<file path="src/rtl/ripple_operand_sequencer_if.sv">
// Byte-stream, operand, flag and result signals between the operand sequencer
// and its surroundings (byte producer, ripple comparison circuit, result consumer).
interface ripple_operand_sequencer_if #(
   parameter int WIDTH = 32
);
   logic [7:0]       in_byte;
   logic             in_byte_valid;
   logic             out_byte_ready;
   logic [WIDTH-1:0] out_a;
   logic [WIDTH-1:0] out_b;
   logic             in_q1;
   logic             in_q2;
   logic             out_res_q1;
   logic             out_res_q2;
   logic             out_res_valid;
   logic             in_res_ready;
   logic             out_busy;

   modport master (
      output in_byte, in_byte_valid, in_q1, in_q2, in_res_ready,
      input  out_byte_ready, out_a, out_b, out_res_q1, out_res_q2, out_res_valid, out_busy
   );

   modport slave (
      input  in_byte, in_byte_valid, in_q1, in_q2, in_res_ready,
      output out_byte_ready, out_a, out_b, out_res_q1, out_res_q2, out_res_valid, out_busy
   );
endinterface

</file>
<file path="src/rtl/ripple_operand_sequencer.sv">
// Loads operands A and B byte-wise, holds them while the external ripple
// comparator settles, then captures its two flags onto a valid/ready result port.
//
// state     | meaning
// ----------+-----------------------------------------------------------
// ST_LOAD_A | accepting bytes of operand A (little-endian)
// ST_LOAD_B | accepting bytes of operand B
// ST_SETTLE | operands held; down-counter runs until terminal count
// ST_RESULT | captured flags presented, waiting for consumer handshake
module ripple_operand_sequencer #(
   parameter int WIDTH         = 32,
   parameter int SETTLE_CYCLES = 4
) (
   input logic                       clk,
   input logic                       rst_n,
   ripple_operand_sequencer_if.slave bus
);
   localparam int             BYTES       = WIDTH / 8;
   localparam int             IDX_W       = (BYTES > 1) ? $clog2(BYTES) : 1;
   localparam logic [IDX_W-1:0] LAST_IDX  = IDX_W'(BYTES - 1);
   localparam logic [7:0]     SETTLE_INIT = 8'(SETTLE_CYCLES - 1);

   typedef enum logic [1:0] {
      ST_LOAD_A = 2'd0,
      ST_LOAD_B = 2'd1,
      ST_SETTLE = 2'd2,
      ST_RESULT = 2'd3
   } state_t;

   state_t           state_q, state_d;
   logic [IDX_W-1:0] idx_q;
   logic [7:0]       cnt_q;
   logic [WIDTH-1:0] a_q, b_q;
   logic             res_q1_q, res_q2_q, res_valid_q;
   logic             live_q;
   logic             byte_ready;
   logic             busy;
   logic             byte_acc;
   logic             last_byte;

   assign byte_acc  = bus.in_byte_valid & byte_ready;
   assign last_byte = (idx_q == LAST_IDX);

   always_ff @(posedge clk) begin
      if (!rst_n) begin
         state_q <= ST_LOAD_A;
      end else begin
         state_q <= state_d;
      end
   end

   always_comb begin
      state_d = state_q;
      case (state_q)
         ST_LOAD_A: if (byte_acc && last_byte) state_d = ST_LOAD_B;
         ST_LOAD_B: if (byte_acc && last_byte) state_d = ST_SETTLE;
         ST_SETTLE: if (cnt_q == 8'd0)         state_d = ST_RESULT;
         ST_RESULT: if (bus.in_res_ready)      state_d = ST_LOAD_A;
         default:                              state_d = ST_LOAD_A;
      endcase
   end

   // live_q keeps byte_ready low for the single cycle following a reset edge.
   always_comb begin
      byte_ready = 1'b0;
      busy       = 1'b1;
      if (live_q && (state_q == ST_LOAD_A || state_q == ST_LOAD_B)) byte_ready = 1'b1;
      if (state_q == ST_LOAD_A && idx_q == '0)                       busy       = 1'b0;
   end

   always_ff @(posedge clk) begin
      if (!rst_n) begin
         idx_q       <= '0;
         cnt_q       <= 8'd0;
         a_q         <= '0;
         b_q         <= '0;
         res_q1_q    <= 1'b0;
         res_q2_q    <= 1'b0;
         res_valid_q <= 1'b0;
         live_q      <= 1'b0;
      end else begin
         live_q <= 1'b1;
         if (byte_acc) begin
            if (state_q == ST_LOAD_A) a_q[8*idx_q +: 8] <= bus.in_byte;
            else                      b_q[8*idx_q +: 8] <= bus.in_byte;
            idx_q <= last_byte ? '0 : idx_q + 1'b1;
            if (last_byte && state_q == ST_LOAD_B) cnt_q <= SETTLE_INIT;
         end
         if (state_q == ST_SETTLE) begin
            if (cnt_q == 8'd0) begin
               res_q1_q    <= bus.in_q1;
               res_q2_q    <= bus.in_q2;
               res_valid_q <= 1'b1;
            end else begin
               cnt_q <= cnt_q - 8'd1;
            end
         end
         if (state_q == ST_RESULT && bus.in_res_ready) res_valid_q <= 1'b0;
      end
   end

   assign bus.out_byte_ready = byte_ready;
   assign bus.out_busy       = busy;
   assign bus.out_a          = a_q;
   assign bus.out_b          = b_q;
   assign bus.out_res_q1     = res_q1_q;
   assign bus.out_res_q2     = res_q2_q;
   assign bus.out_res_valid  = res_valid_q;
endmodule

</file>
<file path="src/flat_wrapper.sv">
// flat-port wrapper written by rule: the top's interface ports become plain ports
module ripple_operand_sequencer_flat 
#(
   parameter int WIDTH         = 32,
   parameter int SETTLE_CYCLES = 4
)
  (clk, rst_n, bus_in_byte, bus_in_byte_valid, bus_in_q1, bus_in_q2, bus_in_res_ready, bus_out_byte_ready, bus_out_a, bus_out_b, bus_out_res_q1, bus_out_res_q2, bus_out_res_valid, bus_out_busy);
  ripple_operand_sequencer_if #(.WIDTH(WIDTH)) bus_i ();
  input logic clk;
  input logic rst_n;
  input wire logic [$bits(bus_i.in_byte)-1:0] bus_in_byte;
  input wire logic [$bits(bus_i.in_byte_valid)-1:0] bus_in_byte_valid;
  input wire logic [$bits(bus_i.in_q1)-1:0] bus_in_q1;
  input wire logic [$bits(bus_i.in_q2)-1:0] bus_in_q2;
  input wire logic [$bits(bus_i.in_res_ready)-1:0] bus_in_res_ready;
  output wire logic [$bits(bus_i.out_byte_ready)-1:0] bus_out_byte_ready;
  output wire logic [$bits(bus_i.out_a)-1:0] bus_out_a;
  output wire logic [$bits(bus_i.out_b)-1:0] bus_out_b;
  output wire logic [$bits(bus_i.out_res_q1)-1:0] bus_out_res_q1;
  output wire logic [$bits(bus_i.out_res_q2)-1:0] bus_out_res_q2;
  output wire logic [$bits(bus_i.out_res_valid)-1:0] bus_out_res_valid;
  output wire logic [$bits(bus_i.out_busy)-1:0] bus_out_busy;
  assign bus_i.in_byte = bus_in_byte;
  assign bus_i.in_byte_valid = bus_in_byte_valid;
  assign bus_i.in_q1 = bus_in_q1;
  assign bus_i.in_q2 = bus_in_q2;
  assign bus_i.in_res_ready = bus_in_res_ready;
  assign bus_out_byte_ready = bus_i.out_byte_ready;
  assign bus_out_a = bus_i.out_a;
  assign bus_out_b = bus_i.out_b;
  assign bus_out_res_q1 = bus_i.out_res_q1;
  assign bus_out_res_q2 = bus_i.out_res_q2;
  assign bus_out_res_valid = bus_i.out_res_valid;
  assign bus_out_busy = bus_i.out_busy;
  ripple_operand_sequencer #(.WIDTH(WIDTH), .SETTLE_CYCLES(SETTLE_CYCLES)) u_core (.clk(clk), .rst_n(rst_n), .bus(bus_i));
endmodule
</file>
<file path="config.mk">
export PLATFORM = sky130hd
export DESIGN_NAME = ripple_operand_sequencer_flat
export DESIGN_NICKNAME = d
export VERILOG_FILES = /design/src/rtl/ripple_operand_sequencer_if.sv /design/src/rtl/ripple_operand_sequencer.sv /design/src/flat_wrapper.sv
export SDC_FILE = /design/constraint.sdc
export NUM_CORES = 1
export LEC_CHECK = 0
export BUFFER_PORTS_ARGS = -buffer_cell sky130_fd_sc_hd__buf_2
export CORE_UTILIZATION = 48
export CTS_CLUSTER_DIAMETER = 100
export DETAILED_ROUTE_END_ITERATION = 16
export HOLD_SLACK_MARGIN = 0.05
export PLACE_DENSITY = 0.74
export SLEW_MARGIN = 0
export SYNTH_ARGS = -nofsm -noshare
export SYNTH_HDL_FRONTEND = slang
export SYNTH_SLANG_ARGS = --single-unit
export TNS_END_PERCENT = 30
</file>
<file path="constraint.sdc">
create_clock -name clk -period 2 [get_ports clk]
set_clock_uncertainty 0.15 [all_clocks]
set_input_delay 0.1 -clock clk [delete_from_list [all_inputs] [get_ports clk]]
set_output_delay 0.1 -clock clk [all_outputs]
set_load 0.02 [all_outputs]
</file>
* Word-level counts from Yosys, hierarchy flattened *
Index checks and enable logic that the tools add are counted.

word-level totals
  register bits = 80
  bits of input ports = 14
  output and inout bits = 69
  word-level logic and storage cells = 54

cells by class
  $add $sub $neg = 3
  equality and inequality tests = 8
  shift-type cells = 2
  muxes and demuxes = 15
  bitwise gates (word level) = 3
  reductions and logical operators = 14

operators with widths
  operator                                                                  count
  32-bit bitwise mux                                                        2
  5-bit negation with 34-bit output                                         1
  8-bit by 34-bit variable shift with 32-bit output (first input constant)  1
  8-bit by 34-bit indexed part select with 32-bit output                    1
  8-bit two-way mux                                                         4
  2-bit two-way mux                                                         5
  8-bit zero test                                                           1
  2-bit one-hot mux with 4 select lines                                     1
  8-bit by 1-bit subtractor with 8-bit output (second input constant)       1
  2-bit equality test (second input constant)                               3
  2-bit by 1-bit != test with 1-bit output (second input constant)          3
  2-bit AND reduction                                                       3
  1-bit logical AND                                                         5
  2-bit zero test                                                           2
  4-bit AND reduction                                                       1
  1-bit two-way mux                                                         3
  2-bit by 1-bit adder with 2-bit output (second input constant)            1
  2-bit by 1-bit equality test with 1-bit output (second input constant)    1
  2-bit != test (second input constant)                                     1
  1-bit NOT                                                                 2
  2-bit OR reduction                                                        1
  1-bit AND                                                                 1
  1-bit logical OR                                                          1

* Logic depth before layout (Yosys ltp) *
  word-level depth = 8
  depth in mapped cells = 8
  gate-level depth less buffers = 6

* Least setup slack after synthesis *
Ideal clock, no wire load.

  path type = register to register
  start = reg u_core.idx_q[0]
  end = reg u_core.a_q[22], in the netlist u_core.bus.out_a[22]
  setup time = 0.070 ns
  arrival = 1.765 ns
  required time = 1.780 ns
  setup slack = 0.015 ns
  cell stages (with the launch flop) = 7
  buffers on the path = 1
  clock period less this slack = 1.985 ns
  cell sequence = dfxtp_1 -> inv_2 -> ha_1 -> nor3b_2 -> clkbuf_1 -> nand3_1 -> a21oi_1

on the way
  cells in the longest elaborated chain, start to end = 3
  elaborated cells on any way between the ends = 4
  those cells by class = add/sub: 1; shift: 2; mux: 1

ends and longest elaborated chain
  item                                                                                                                         RTL line                        RTL
  start: declaration                                                                                                           ripple_operand_sequencer.sv:31  logic [IDX_W-1:0] idx_q;
  start signal: assignment                                                                                                     ripple_operand_sequencer.sv:86  idx_q <= last_byte ? '0 : idx_q + 1'b1;
  5-bit negation with 34-bit output *                                                                                          ripple_operand_sequencer.sv:84  if (state_q == ST_LOAD_A) a_q[8*idx_q +: 8] <= bus.in_byte;
  8-bit by 34-bit indexed part select with 32-bit output or 8-bit by 34-bit variable shift with 32-bit output (tied branches)  ripple_operand_sequencer.sv:84
  32-bit bitwise mux *                                                                                                         ripple_operand_sequencer.sv:84
  end signal: indexed assignment                                                                                               ripple_operand_sequencer.sv:84
  end: declaration                                                                                                             ripple_operand_sequencer.sv:33  logic [WIDTH-1:0] a_q, b_q;

Mark *: on every way between the ends. The rest lies on a longest branch, timed or not.
A chain may end at the register's enable or synchronous reset.

* Worst setup path after layout *
  start = reg u_core.cnt_q[0]
  end = reg u_core.cnt_q[2]

on the way
  cells in the longest elaborated chain, start to end = 3
  elaborated cells on any way between the ends = 4
  those cells by class = add/sub: 1; mux: 2; reduce/logical: 1

ends and longest elaborated chain
  item                                                                            RTL line                                                        RTL
  start: declaration                                                              ripple_operand_sequencer.sv:32                                  logic [7:0] cnt_q;
  start signal: assignment                                                        ripple_operand_sequencer.sv:95                                  cnt_q <= cnt_q - 8'd1;
  8-bit by 1-bit subtractor with 8-bit output or 8-bit zero test (tied branches)  ripple_operand_sequencer.sv:95, ripple_operand_sequencer.sv:90
  8-bit two-way mux *                                                             ripple_operand_sequencer.sv:90                                  if (cnt_q == 8'd0) begin
  8-bit two-way mux *                                                             ripple_operand_sequencer.sv:89                                  if (state_q == ST_SETTLE) begin

Marks and branches as above.

==> key figures <==
CTS
  • Root Buffer: clkbuf_8
  • Postcts setup bufs: 0
  • CTS tree: done
  • Clk slew on worst S/H paths: approximately 0.080 ns
  • Num CTS Buffers: 9
  • H-tree depth: 3
  • Clock Sinks: 80
  • Longest Clk Path Bufs: 2
  • Latest clock arrival within the worst-skew pair: 0.34 ns

Timing
  • Final TNS setup: 0 ns
  • Worst-margin pin slew: 0.5219 ns
  • Final Hold Viols: 0
  • Final period util: 0.9498
  • Slew Limit Fails: 0
  • Hold_ws: 0.09869 ns
  • Final setup viols: 0
  • Fmax achieved: 526.4 MHz
  • PnR worst setup slack: 0.1003 ns
  • Slew margin rel.: 0.6516
  • Min Tclk post-route: 1.900 ns

Yosys
  • Mux cell area share after synthesis: 0.008942
  • Number of distinct library cells after synthesis: 38
  • Register area share after synthesis: 0.4769
  • Synthesized Nets: 439
  • Adder-Cell Fraction of Synth Area: 0.04844
  • Seq cells post-synth: 80
  • Post-synthesis simple-gate area fraction: 0.2683
  • Synth Area in Compound Gates: 0.1472
  • Mapped cell area: 0.003358 mm²
  • Largest family of logic cells by synthesized area: simple AND/OR/NAND/NOR gates
  • Mapped Cells: a little over 400
  • Synth Area in XOR/XNOR: 0
  • Yosys warnings: 0
  • Mean Syn Cell Area: 8.151 µm²

Status
  • Status: completed

Route
  • Initial drt markers: between 150 and 200
  • Via Count: 3179
  • Post-route DRC: 0
  • Routed vias/inst: about 5.3
  • Detail Route Antenna Nets: 0
  • Drt wl/cell: 14.07 µm
  • Drt total wl: 8.399 mm
  • First-pass iteration count of the detailed router: 4

Finish
  • Area grow syn2layout: 25.37%
  • Reg area: 0.001602 mm²
  • Antenna fix cells: 0
  • Commonest non-fill, non-tap cell in the layout: nand2_1
  • Footprint of the multi-input gates: between 0.0015 and 0.002 mm²
  • Final #Nets: approximately 520
  • Most frequent cells in the layout: nand2_1 (83), buf_2 (82), dfxtp_1 (80)
  • Fraction of layout cells with a size suffix above 1: 0.2435
  • Design area: 0.004210 mm²
  • Filler Cells Inserted: approximately 570

Pwr
  • Sequential share of power: 0.479
  • Internal: 2526 µW
  • Psw: 923.0 µW
  • Leak: 0.001727 µW
  • Maximum VDD drop: 476.1 µV
  • Clk pwr share: 0.376
  • Switching share of power: 0.2676
  • Logic pwr share: 0.146
  • Total power per unit cell area: roughly 800 mW/mm²

Setup path
  • Crit path capture type: flip-flop
  • Reg2reg start: u_core.cnt_q[0]
  • Crit Path Max Fanout: 12
  • CP max stage delay: 0.37 ns
  • CP Class: reg2reg
  • Setup crit start: u_core.cnt_q[0]
  • Setup crit start kind: flip-flop
  • Critical Path RT: 2.09 ns
  • Slowest cell on the critical path: dfxtp_1
  • Crit-path cells: inv_1 > ha_1 > nor3b_4 > a21boi_2 > buf_4 > or2_4 > a311oi_1
  • Critical Path AT: 1.99 ns

Placement
  • PortBufs: 82
  • Area after DPL: 0.003856 mm²
  • Worst slack, placed: 0.05574 ns
  • DP HPWL: between 5 and 6 mm
  • RePlAce Congestion: 0.8294

Floorplanning
  • Chip height: 85.65 µm
  • Die W: between 80 and 90 µm
  • Core Area: approximately 0.0068 mm²
  • Full die area: around 0.0073 mm²
  • Row count: 30
  • Initial core utilization: 0.4943
  • Num ports: 83

GRT
  • First-pass GRT wire length: ~13 mm
  • Initial antenna violation count: 0
  • Pin count of the biggest net entering global routing: 46
  • Grt ovf: 0
  • Vias in the first global route: between 2k and 3k
  • All-layer global routing usage: 0.2311

Min path
  • Worst Min Path Start: bus_in_byte_valid
  • Worst hold path type: in2reg

Flow run
  • Max-cap violations: 0
==> sequential cells by signal, indices dropped and copies added (netlist names) <==
name                      cells
u_core.bus.out_a             32
u_core.bus.out_b             32
u_core.state_q                2
u_core.bus.out_res_q2         1
u_core.live_q                 1
u_core.idx_q                  2
u_core.cnt_q                  8
u_core.bus.out_res_q1         1
u_core.bus.out_res_valid      1
==> final cells by class <==
type                       count  share of cell area
tap                           96             0.02853
sequential                    80              0.3804
clock buffer                  10             0.03269
inverter                       9            0.008024
timing repair buffer         106              0.1504
multi-input combinational    291              0.3807
clock inverter                 5             0.01932
==> Yosys cell counts, drive strengths merged <==
library cell / n / area, µm²
mux2i: 3 / 30.03
ha: 13 / 162.7
and3: 2 / 12.51
a21boi: 1 / 11.26
nand2: 83 / 311.6
o31ai: 1 / 7.510
inv: 9 / 33.78
o22ai: 1 / 6.260
o21ai: 7 / 35.03
or3: 2 / 12.51
dfxtp: 80 / 1602
a221oi: 1 / 8.760
nand3: 66 / 330.3
clkbuf: 19 / 71.32
nand2b: 1 / 6.260
o311ai: 1 / 8.760
or2: 1 / 8.760
nor3: 3 / 20.02
a31oi: 1 / 6.260
a311oi: 2 / 17.52
nor2: 7 / 26.28
and4b: 3 / 30.03
nor3b: 5 / 52.55
o211ai: 2 / 15.01
and2: 9 / 56.30
nor2b: 1 / 6.260
o311a: 2 / 20.02
a21oi: 70 / 350.3
buf: 13 / 63.81
o21a: 1 / 7.510
nor4: 2 / 27.53
==> power groups by stage <==
stage	clock network, µW	registers [µW]	logic, µW
6_report	1300	1650	502
5_1_grt	1380	1660	548
4_1_cts	1320	1650	498
3_5_place_dp	0	1690	477
3_3_place_gp	0	1690	462
2_1_floorplan	0	1710	310
==> per-layer routing <==
metal | vias to the layer above | GRT usage | wire length (µm)
met1 | 1461 | 0.3082 | 3744
met5 | - | 0 | 0
li1 | 1586 | - | -
met3 | 10 | 0.05582 | 598
met2 | 122 | 0.3673 | 3927
met4 | 0 | 0.08030 | 128
==> final timing paths <==
path | end | slack, ns | cells past startpoint
worst max-delay path | u_core.cnt_q[2] | 0.10 | 7
worst min-delay path | u_core.idx_q[0] | 0.1 | 4
worst max register to register | u_core.cnt_q[2] | 0.10 | 7
worst min register to register | u_core.bus.out_a[11] | 0.30 | 2
==> worst max-delay path, delay by kind of cell (launching register included) <==
kind	cells	cell delay (ns)
simple gates	2	0.50
flops	1	0.37
compound gates	2	0.37
buf+inv	2	0.28
fa+ha+maj	1	0.14
==> what timing repair did <==
action | in CTS | in global routing
hold endpoints to repair | 74 | 0
endpoints found under the setup margin | 0 | 32
resized for setup | 0 | 5
hold buffers | 12 | 0
==> metrics by stage <==
| stage | total power, µW | utilization | instances |
|---|---|---|---|
| after CTS | 3465 | 0.6175 | 597 |
| after global placement | 2148 | 0.5676 | 570 |
| final | 3449 | 0.6197 | 597 |
| after global routing | 3587 | 0.6197 | 597 |
| after floorplan | 2020 | - | 412 |
| after detailed placement | 2164 | 0.5676 | 570 |
==> cell families after synthesis <==
family / Yosys count
compound gates: 90
fa+ha+maj: 13
buf+inv: 41
flops: 80
mux: 3
simple gates: 185
(Power assumes the default switching activity.)
